## config.mk

```make
export PLATFORM = sky130hd
export DESIGN_NAME = ro_freq_counter
export DESIGN_NICKNAME = d
export VERILOG_FILES = /design/src/rtl/ro_meas_pkg.sv /design/src/rtl/ro_edge_sync.sv /design/src/rtl/ro_freq_counter.sv
export SDC_FILE = /design/constraint.sdc
export NUM_CORES = 1
export LEC_CHECK = 0
export BUFFER_PORTS_ARGS = -buffer_cell sky130_fd_sc_hd__buf_2
export CORE_MARGIN = 2
export CORE_UTILIZATION = 50
export DETAILED_ROUTE_END_ITERATION = 8
export GPL_ROUTABILITY_DRIVEN = 0
export PLACE_DENSITY = 0.79
export SYNTH_ARGS = -nofsm -noshare
export SYNTH_HDL_FRONTEND = slang
export SYNTH_HIERARCHICAL = 1
export SYNTH_SLANG_ARGS = --single-unit
export TNS_END_PERCENT = 1
```

## constraint.sdc

```tcl
create_clock -name i_Clk -period 2.7 [get_ports i_Clk]
set_clock_uncertainty 0.15 [all_clocks]
set_input_delay 0.81 -clock i_Clk [delete_from_list [all_inputs] [get_ports i_Clk]]
set_output_delay 0.81 -clock i_Clk [all_outputs]
set_load 0.05 [all_outputs]
```

## src/rtl/ro_meas_pkg.sv

```systemverilog
// rtl/ro_meas_pkg.sv - shared state type and defaults for the ring-oscillator measurement block
package ro_meas_pkg;

  localparam int DEF_CNT_W         = 16;
  localparam int DEF_WIN_W         = 16;
  localparam int DEF_SETTLE_CYCLES = 8;
  localparam int DEF_SYNC_STAGES   = 2;

  typedef enum logic [1:0] {
    IDLE   = 2'd0,
    SETTLE = 2'd1,
    COUNT  = 2'd2,
    DONE   = 2'd3
  } ro_meas_state_t;

endpackage

```

## src/rtl/ro_edge_sync.sv

```systemverilog
// rtl/ro_edge_sync.sv - synchronizer and rising-edge detector for the asynchronous RO output
module ro_edge_sync #(
  parameter int SYNC_STAGES = 2
) (
  input  logic clk,
  input  logic rst_n,
  input  logic ro_in,
  output logic rise
);

  logic [SYNC_STAGES-1:0] sync_q;
  logic                   prev_q;

  always_ff @(posedge clk or negedge rst_n) begin
    if (!rst_n) begin
      sync_q <= '0;
      prev_q <= 1'b0;
    end else begin
      sync_q[0] <= ro_in;
      for (int i = 1; i < SYNC_STAGES; i++) begin
        sync_q[i] <= sync_q[i-1];
      end
      prev_q <= sync_q[SYNC_STAGES-1];
    end
  end

  assign rise = sync_q[SYNC_STAGES-1] & ~prev_q;

endmodule

```

## src/rtl/ro_freq_counter.sv

```systemverilog
// rtl/ro_freq_counter.sv - enables one RO, lets it settle, counts its edges over a programmable window
module ro_freq_counter
  import ro_meas_pkg::*;
#(
  parameter int CNT_W         = DEF_CNT_W,
  parameter int WIN_W         = DEF_WIN_W,
  parameter int SETTLE_CYCLES = DEF_SETTLE_CYCLES,
  parameter int SYNC_STAGES   = DEF_SYNC_STAGES
) (
  input  logic             i_Clk,
  input  logic             i_Rst_n,
  input  logic             i_Start,
  input  logic             i_Sel,
  input  logic [WIN_W-1:0] i_Window,
  input  logic             i_RO_out,
  output logic             o_RO_Enable,
  output logic             o_RO_Sel,
  output logic             o_Busy,
  output logic             o_Valid,
  output logic [CNT_W-1:0] o_Count,
  output logic             o_Overflow
);

  localparam logic [WIN_W-1:0] SETTLE_LOAD = WIN_W'(SETTLE_CYCLES - 1);

  ro_meas_state_t   state, next_state;
  logic [WIN_W-1:0] dcnt_q;
  logic [WIN_W-1:0] win_m1_q;
  logic [CNT_W-1:0] edge_cnt_q, cnt_next;
  logic             ovf_q, ovf_next;
  logic             rise;
  logic             start_acc;
  logic             last;
  logic             busy_d, enable_d, valid_d;

  ro_edge_sync #(
    .SYNC_STAGES(SYNC_STAGES)
  ) u_edge_sync (
    .clk  (i_Clk),
    .rst_n(i_Rst_n),
    .ro_in(i_RO_out),
    .rise (rise)
  );

  assign start_acc = (state == IDLE) && i_Start;
  assign last      = (dcnt_q == '0);

  always_ff @(posedge i_Clk or negedge i_Rst_n) begin
    if (!i_Rst_n) begin
      state <= IDLE;
    end else begin
      state <= next_state;
    end
  end

  always_comb begin
    next_state = state;
    case (state)
      IDLE:    if (i_Start) next_state = SETTLE;
      SETTLE:  if (last)    next_state = COUNT;
      COUNT:   if (last)    next_state = DONE;
      DONE:                 next_state = IDLE;
      default:              next_state = IDLE;
    endcase
  end

  // Enable drops together with busy on the edge that leaves DONE.
  always_comb begin
    busy_d   = (next_state != IDLE);
    enable_d = busy_d;
    valid_d  = (next_state == DONE);
  end

  // One down-counter times both phases: settle length first, then the latched window.
  always_ff @(posedge i_Clk or negedge i_Rst_n) begin
    if (!i_Rst_n) begin
      dcnt_q   <= '0;
      win_m1_q <= '0;
      o_RO_Sel <= 1'b0;
    end else if (start_acc) begin
      dcnt_q   <= SETTLE_LOAD;
      win_m1_q <= (i_Window == '0) ? '0 : i_Window - 1'b1;
      o_RO_Sel <= i_Sel;
    end else if (state == SETTLE) begin
      dcnt_q <= last ? win_m1_q : dcnt_q - 1'b1;
    end else if (state == COUNT && !last) begin
      dcnt_q <= dcnt_q - 1'b1;
    end
  end

  always_comb begin
    cnt_next = edge_cnt_q;
    ovf_next = ovf_q;
    if (state == COUNT && rise) begin
      if (&edge_cnt_q) begin
        ovf_next = 1'b1;
      end else begin
        cnt_next = edge_cnt_q + 1'b1;
      end
    end
  end

  always_ff @(posedge i_Clk or negedge i_Rst_n) begin
    if (!i_Rst_n) begin
      edge_cnt_q <= '0;
      ovf_q      <= 1'b0;
    end else if (start_acc) begin
      edge_cnt_q <= '0;
      ovf_q      <= 1'b0;
    end else begin
      edge_cnt_q <= cnt_next;
      ovf_q      <= ovf_next;
    end
  end

  // Result is captured from cnt_next so an edge seen on the final COUNT clock is kept.
  always_ff @(posedge i_Clk or negedge i_Rst_n) begin
    if (!i_Rst_n) begin
      o_Busy      <= 1'b0;
      o_RO_Enable <= 1'b0;
      o_Valid     <= 1'b0;
      o_Count     <= '0;
      o_Overflow  <= 1'b0;
    end else begin
      o_Busy      <= busy_d;
      o_RO_Enable <= enable_d;
      o_Valid     <= valid_d;
      if (valid_d) begin
        o_Count    <= cnt_next;
        o_Overflow <= ovf_next;
      end
    end
  end

endmodule

```

* Word level (Yosys, flattened, before mapping)
Cells that the tools add are included.
** Cells by class
- $add $sub $neg :: 3
- Equal/unequal tests :: 4
- Multiplexer cells :: 15
- Bitwise operators :: 2
- Reduce and logical (&&, ||, !) cells :: 10
** Operator list (number)
- $mux 16 :: 8
- $logic_not 16->1 :: 2
- $sub 16x1->16 const B :: 2
- $add 16x1->16 const B :: 1
- $reduce_and 16->1 :: 1
- $pmux 2 s4 :: 1
- $eq 2x2->1 const B :: 3
- $mux 2 :: 3
- $logic_and 1x1->1 :: 3
- $mux 1 :: 3
- $reduce_bool 3->1 :: 1
- $eq 2x1->1 const B :: 1
- $logic_not 2->1 :: 1
- $reduce_bool 2->1 :: 1
- $and 1x1->1 :: 1
- $logic_not 1->1 :: 1
- $not 1->1 :: 1
** Storage, ports and cells
- Flip-flop bits (word level) :: 74
- Word-level logic and storage cells :: 46

* Longest topological paths before layout
- Word-level depth :: 6
- Gate-level depth with buffers :: 10

* Cells and area by module
The synthesis kept the hierarchy.
** By module, submodules not included
- ro_freq_counter :: times used 1, cells each 421, area each 3876.2 µm², seq. area each 1776.7 µm²
- ro_edge_sync :: times used 1, cells each 4, area each 88.8 µm², seq. area each 75.1 µm²

* Worst setup path after synthesis
No wires, ideal clock.
- Kind :: input-to-reg
- Start :: in i_Window[10]
- End :: reg win_m1_q[10]
- Arrival time :: 2.046 ns
- Slack :: 0.376 ns
- Stages on the path :: 5
- Buffers on the path :: 1
- Cell sequence :: nor4_1 > nand3_1 > o41ai_2 > buf_2 > o21ai_0
** On the way
- Cells in the longest elaborated chain, start to end :: 2
** Ends and longest elaborated chain
- start: declaration :: line ro_freq_counter.sv:14 : input logic [WIN_W-1:0] i_Window,
- $sub 16x1->16 or $logic_not 16->1 (tied branches) :: line ro_freq_counter.sv:82 : win_m1_q <= (i_Window == '0) ? '0 : i_Window - 1'b1;
- $mux 16 * :: line ro_freq_counter.sv:82
- end signal: assignment :: line ro_freq_counter.sv:82
- end: declaration :: line ro_freq_counter.sv:28 : logic [WIN_W-1:0] win_m1_q;
Mark *: on every way between the ends. The rest lies on a longest branch, timed or not.
A chain may end at the register's enable or synchronous reset.

* Final worst setup path
- Start :: reg dcnt_q[1]
- End :: reg dcnt_q[3]
** On the way
- Cells in the longest elaborated chain, start to end :: 4
** Ends and longest elaborated chain
- start: declaration :: line ro_freq_counter.sv:27 : logic [WIN_W-1:0] dcnt_q;
- start signal: assignment :: line ro_freq_counter.sv:85 : dcnt_q <= last ? win_m1_q : dcnt_q - 1'b1;
- start signal: assignment :: line ro_freq_counter.sv:87 : dcnt_q <= dcnt_q - 1'b1;
- $sub 16x1->16 or $logic_not 16->1 (tied branches) :: line ro_freq_counter.sv:85, ro_freq_counter.sv:87, ro_freq_counter.sv:46
- $mux 16 (tied with other cells) :: line ro_freq_counter.sv:86 : end else if (state == COUNT && !last) begin
- $mux 16 or $logic_and 1x1->1 (tied branches) :: line ro_freq_counter.sv:84, ro_freq_counter.sv:86
- $mux 16 or $reduce_bool 3->1 (tied branches)
Parallel ways exist; a longest one is shown, timed or not. The select of a mux whose other input is x is not followed.

==> impl_metrics.json <==
{
  "asyncSetResetFlopFracSynth_pct": 100,
  "end_kind": "flop",
  "vias_in_the_first_global_route": 3246,
  "synth_edf_count": 0,
  "die_w_um": 93.1,
  "arrival_ns": 2.53,
  "wl_um": 8870,
  "route.vias.total": 3352,
  "rsz0062_at_grt": "false",
  "globalRoute.totalOverflow": 0,
  "synth_cell_types": 62,
  "antenna_found_initial": 0,
  "num_io_pins": 42,
  "critPathRequiredTime_ns": 2.77,
  "detailedRoute.firstPassIterationCount": 5,
  "final.fill_count": 685,
  "fp.dieArea_sq_um": 8660,
  "layout_commonest_cell": "sky130_fd_sc_hd__dfrtp_1",
  "timing_hold_violations_final": 0,
  "place.detailed.hpwl_um": 6470,
  "critPathMaxStageDelay_ns": 0.46,
  "synth-main-ff-cell": "sky130_fd_sc_hd__dfrtp_1",
  "synth_area_leader_cell": "sky130_fd_sc_hd__dfrtp_1",
  "ant_nets": 0,
  "synth_top_cell_area_share_pct": 46.7,
  "syn-mean-instance-area_sq_um": 9.33,
  "path_buf_inv": 2,
  "clkSlewWorstSetupHoldPaths_ns": 0.07,
  "grtUsageTotal_pct": 22.0,
  "status": "completed",
  "post_drt_via_cell_ratio": 5.79,
  "max_freq_mhz": 407,
  "setup_total_negative_slack_ns": 0,
  "h_tree_lvls": 3,
  "worst_ir_drop_vdd_v": 0.000276,
  "worst_slack_on_hold_paths_ns": 0.201,
  "worst_slew_margin_rel_pct": 56.6,
  "grt_start_max_net_pins": 40,
  "worstSkewPairLatency_ns": 0.35,
  "diodes": 0,
  "synth.top_cells.by_area": "sky130_fd_sc_hd__dfrtp_1, sky130_fd_sc_hd__nand2_1, sky130_fd_sc_hd__nor2_1",
  "power.density_cell_area_nw_per_um2": 634,
  "synth_seq_area_share_pct": 46.7,
  "syn-cell-area_sq_um": 3970,
  "routed_wire_length_per_instance_um": 15.3,
  "cts_inserted_buffers": 9,
  "num-nets-final": 498,
  "grt_pass1_wl_um": 15200,
  "post_layout_min_period_ns": 2.46,
  "criticalPathCategory": "flop to flop",
  "port-buffer-count": 41,
  "initial_standard_cell_utilization_of_the_core_pct": 51.6,
  "critical_path.startpoint_type": "flop",
  "layout.core_utilization_pct": 58.7,
  "drtIter0Drc": 279,
  "fp.coreArea_sq_um": 7690,
  "post_route_cells_drive_above_1_share_pct": 18.7,
  "rrSetupSlack_ns": 0.24,
  "path_max_fanout": 17,
  "final_critical_path_share_of_the_clock_period_pct": 91.0,
  "most-common-layout-cells": "sky130_fd_sc_hd__dfrtp_1, sky130_fd_sc_hd__nand2_1, sky130_fd_sc_hd__buf_2, sky130_fd_sc_hd__nor2_1, sky130_fd_sc_hd__o21ai_0",
  "max_slew.worst_pin.slew_ns": 0.646,
  "leakage_nw": 2.00,
  "synth-seq-cells": 74,
  "post_cts_resized": 0,
  "cts_sinks": 74,
  "postCtsSetupBuffers": 0,
  "rows": 32,
  "clockBufferDepth": 2,
  "drv_cap": 0,
  "cts_root_buffer": "sky130_fd_sc_hd__clkbuf_8",
  "layout-area-overhead-vs-synth_pct": 13.8,
  "tritoncts": "yes",
  "route.detailed.drc": 0,
  "mappedNetlistNets": 451,
  "cts_hold_buffers": 0,
  "placed_cells": 563,
  "multi_input_area_sq_um": 1970,
  "fin_cells": 579,
  "chipHeight_um": 93.1,
  "critical_path.top_delay_family": "simple AND/OR/NAND/NOR gates",
  "finalSetupViolCount": 0,
  "hold_path.class": "flop to flop",
  "slowest_stage": "sky130_fd_sc_hd__nor3b_1",
  "layout.area.seq_sq_um": 1850,
  "netlist_instances": 425,
  "timing_max_transition_violations_final": 0,
  "yosysWarnings": 6,
  "crit_path_cell_trace": "inv_1, ha_1, nor3b_1, and4_1, buf_4, nand2_1, o22ai_1, o211ai_1"
}
-- layout make-up --
class                   instances  area share [%]
flip-flops and latches         74            41.0
inverters                      10           0.832
repair buffers                 56            7.32
clock inverters                 6            1.44
well taps                     102            2.83
multi-input cells             321            43.7
clock buffers                  10            2.83
-- cell usage after synthesis, drive strengths merged (2+ instances only) --
master,number
a211oi,2
a21boi,2
a21oi,9
a22oi,4
a31oi,4
and2,2
and3,4
and3b,2
and4,4
buf,11
clkbuf,9
dfrtp,74
ha,5
inv,10
mux2i,6
nand2,66
nand2b,7
nand3,12
nand3b,4
nand4,7
nor2,42
nor2b,3
nor3,12
nor3b,5
nor4,7
o2111ai,4
o211ai,8
o21a,2
o21ai,49
o221ai,2
o22ai,2
o2bb2a,2
o41ai,3
or3,2
or4,3
xnor2,7
xor2,16
-- cell families (layout without fill, tap and decap cells) --
logic type,count (synthesis),count (layout),synth area share [%]
AO/OA/AOI/OAI,104,104,17.8
XOR/XNOR,23,23,5.08
adder cells (fa/ha/maj),5,5,1.58
buffers and inverters,30,82,3.57
flip-flops,74,74,46.7
multiplexers,6,6,1.51
AND/OR/NAND/NOR,183,183,23.8
-- registers in the layout, summed over array words and instances, names as in the netlist --
register            count
o_Count                16
dcnt_q                 16
o_Valid                 1
u_edge_sync/sync_q      2
o_RO_Sel                1
win_m1_q               16
edge_cnt_q             16
ovf_q                   1
state                   2
o_Busy                  1
u_edge_sync/prev_q      1
o_Overflow              1
-- stage by stage --
step                cell area, sq um  setup WS (ns)  total power, mW
CTS                             4510          0.297             2.87
global route                    4510         0.0962             3.00
finish                          4510          0.242             2.86
detailed placement              4320         0.0799             2.01
floorplan                       3970          0.376             1.83
global placement                4320          0.265             1.97
-- where the power goes --
group	total [mW]	leakage [nW]	switching (mW)	internal, mW
Clock	0.858	0.0966	0.429	0.429
Sequential	1.49	0.940	0.223	1.27
Combinational	0.511	0.960	0.269	0.241
-- layer usage --
metal	wire, um	track usage (%)	vias to the layer above	part of all wire, %
met5	0	0	-	0
met4	265	9.44	0	3.0
met3	398	3.79	30	4.5
met2	4080	34.2	101	46
met1	4130	30.6	1601	47
li1	-	-	1620	-
-- worst paths after layout --
check / from / to / cells past startpoint
min in group asynchronous: i_Rst_n / win_m1_q[11] / 1
max in group asynchronous: i_Rst_n / o_Count[15] / 2
worst min register to register: u_edge_sync/sync_q[0] / u_edge_sync/sync_q[1] / 0
worst min-delay path: u_edge_sync/sync_q[0] / u_edge_sync/sync_q[1] / 0
worst max register to register: dcnt_q[1] / dcnt_q[3] / 8
worst max-delay path: dcnt_q[1] / dcnt_q[3] / 8
Note: power is estimated with default switching activity, not from simulation.
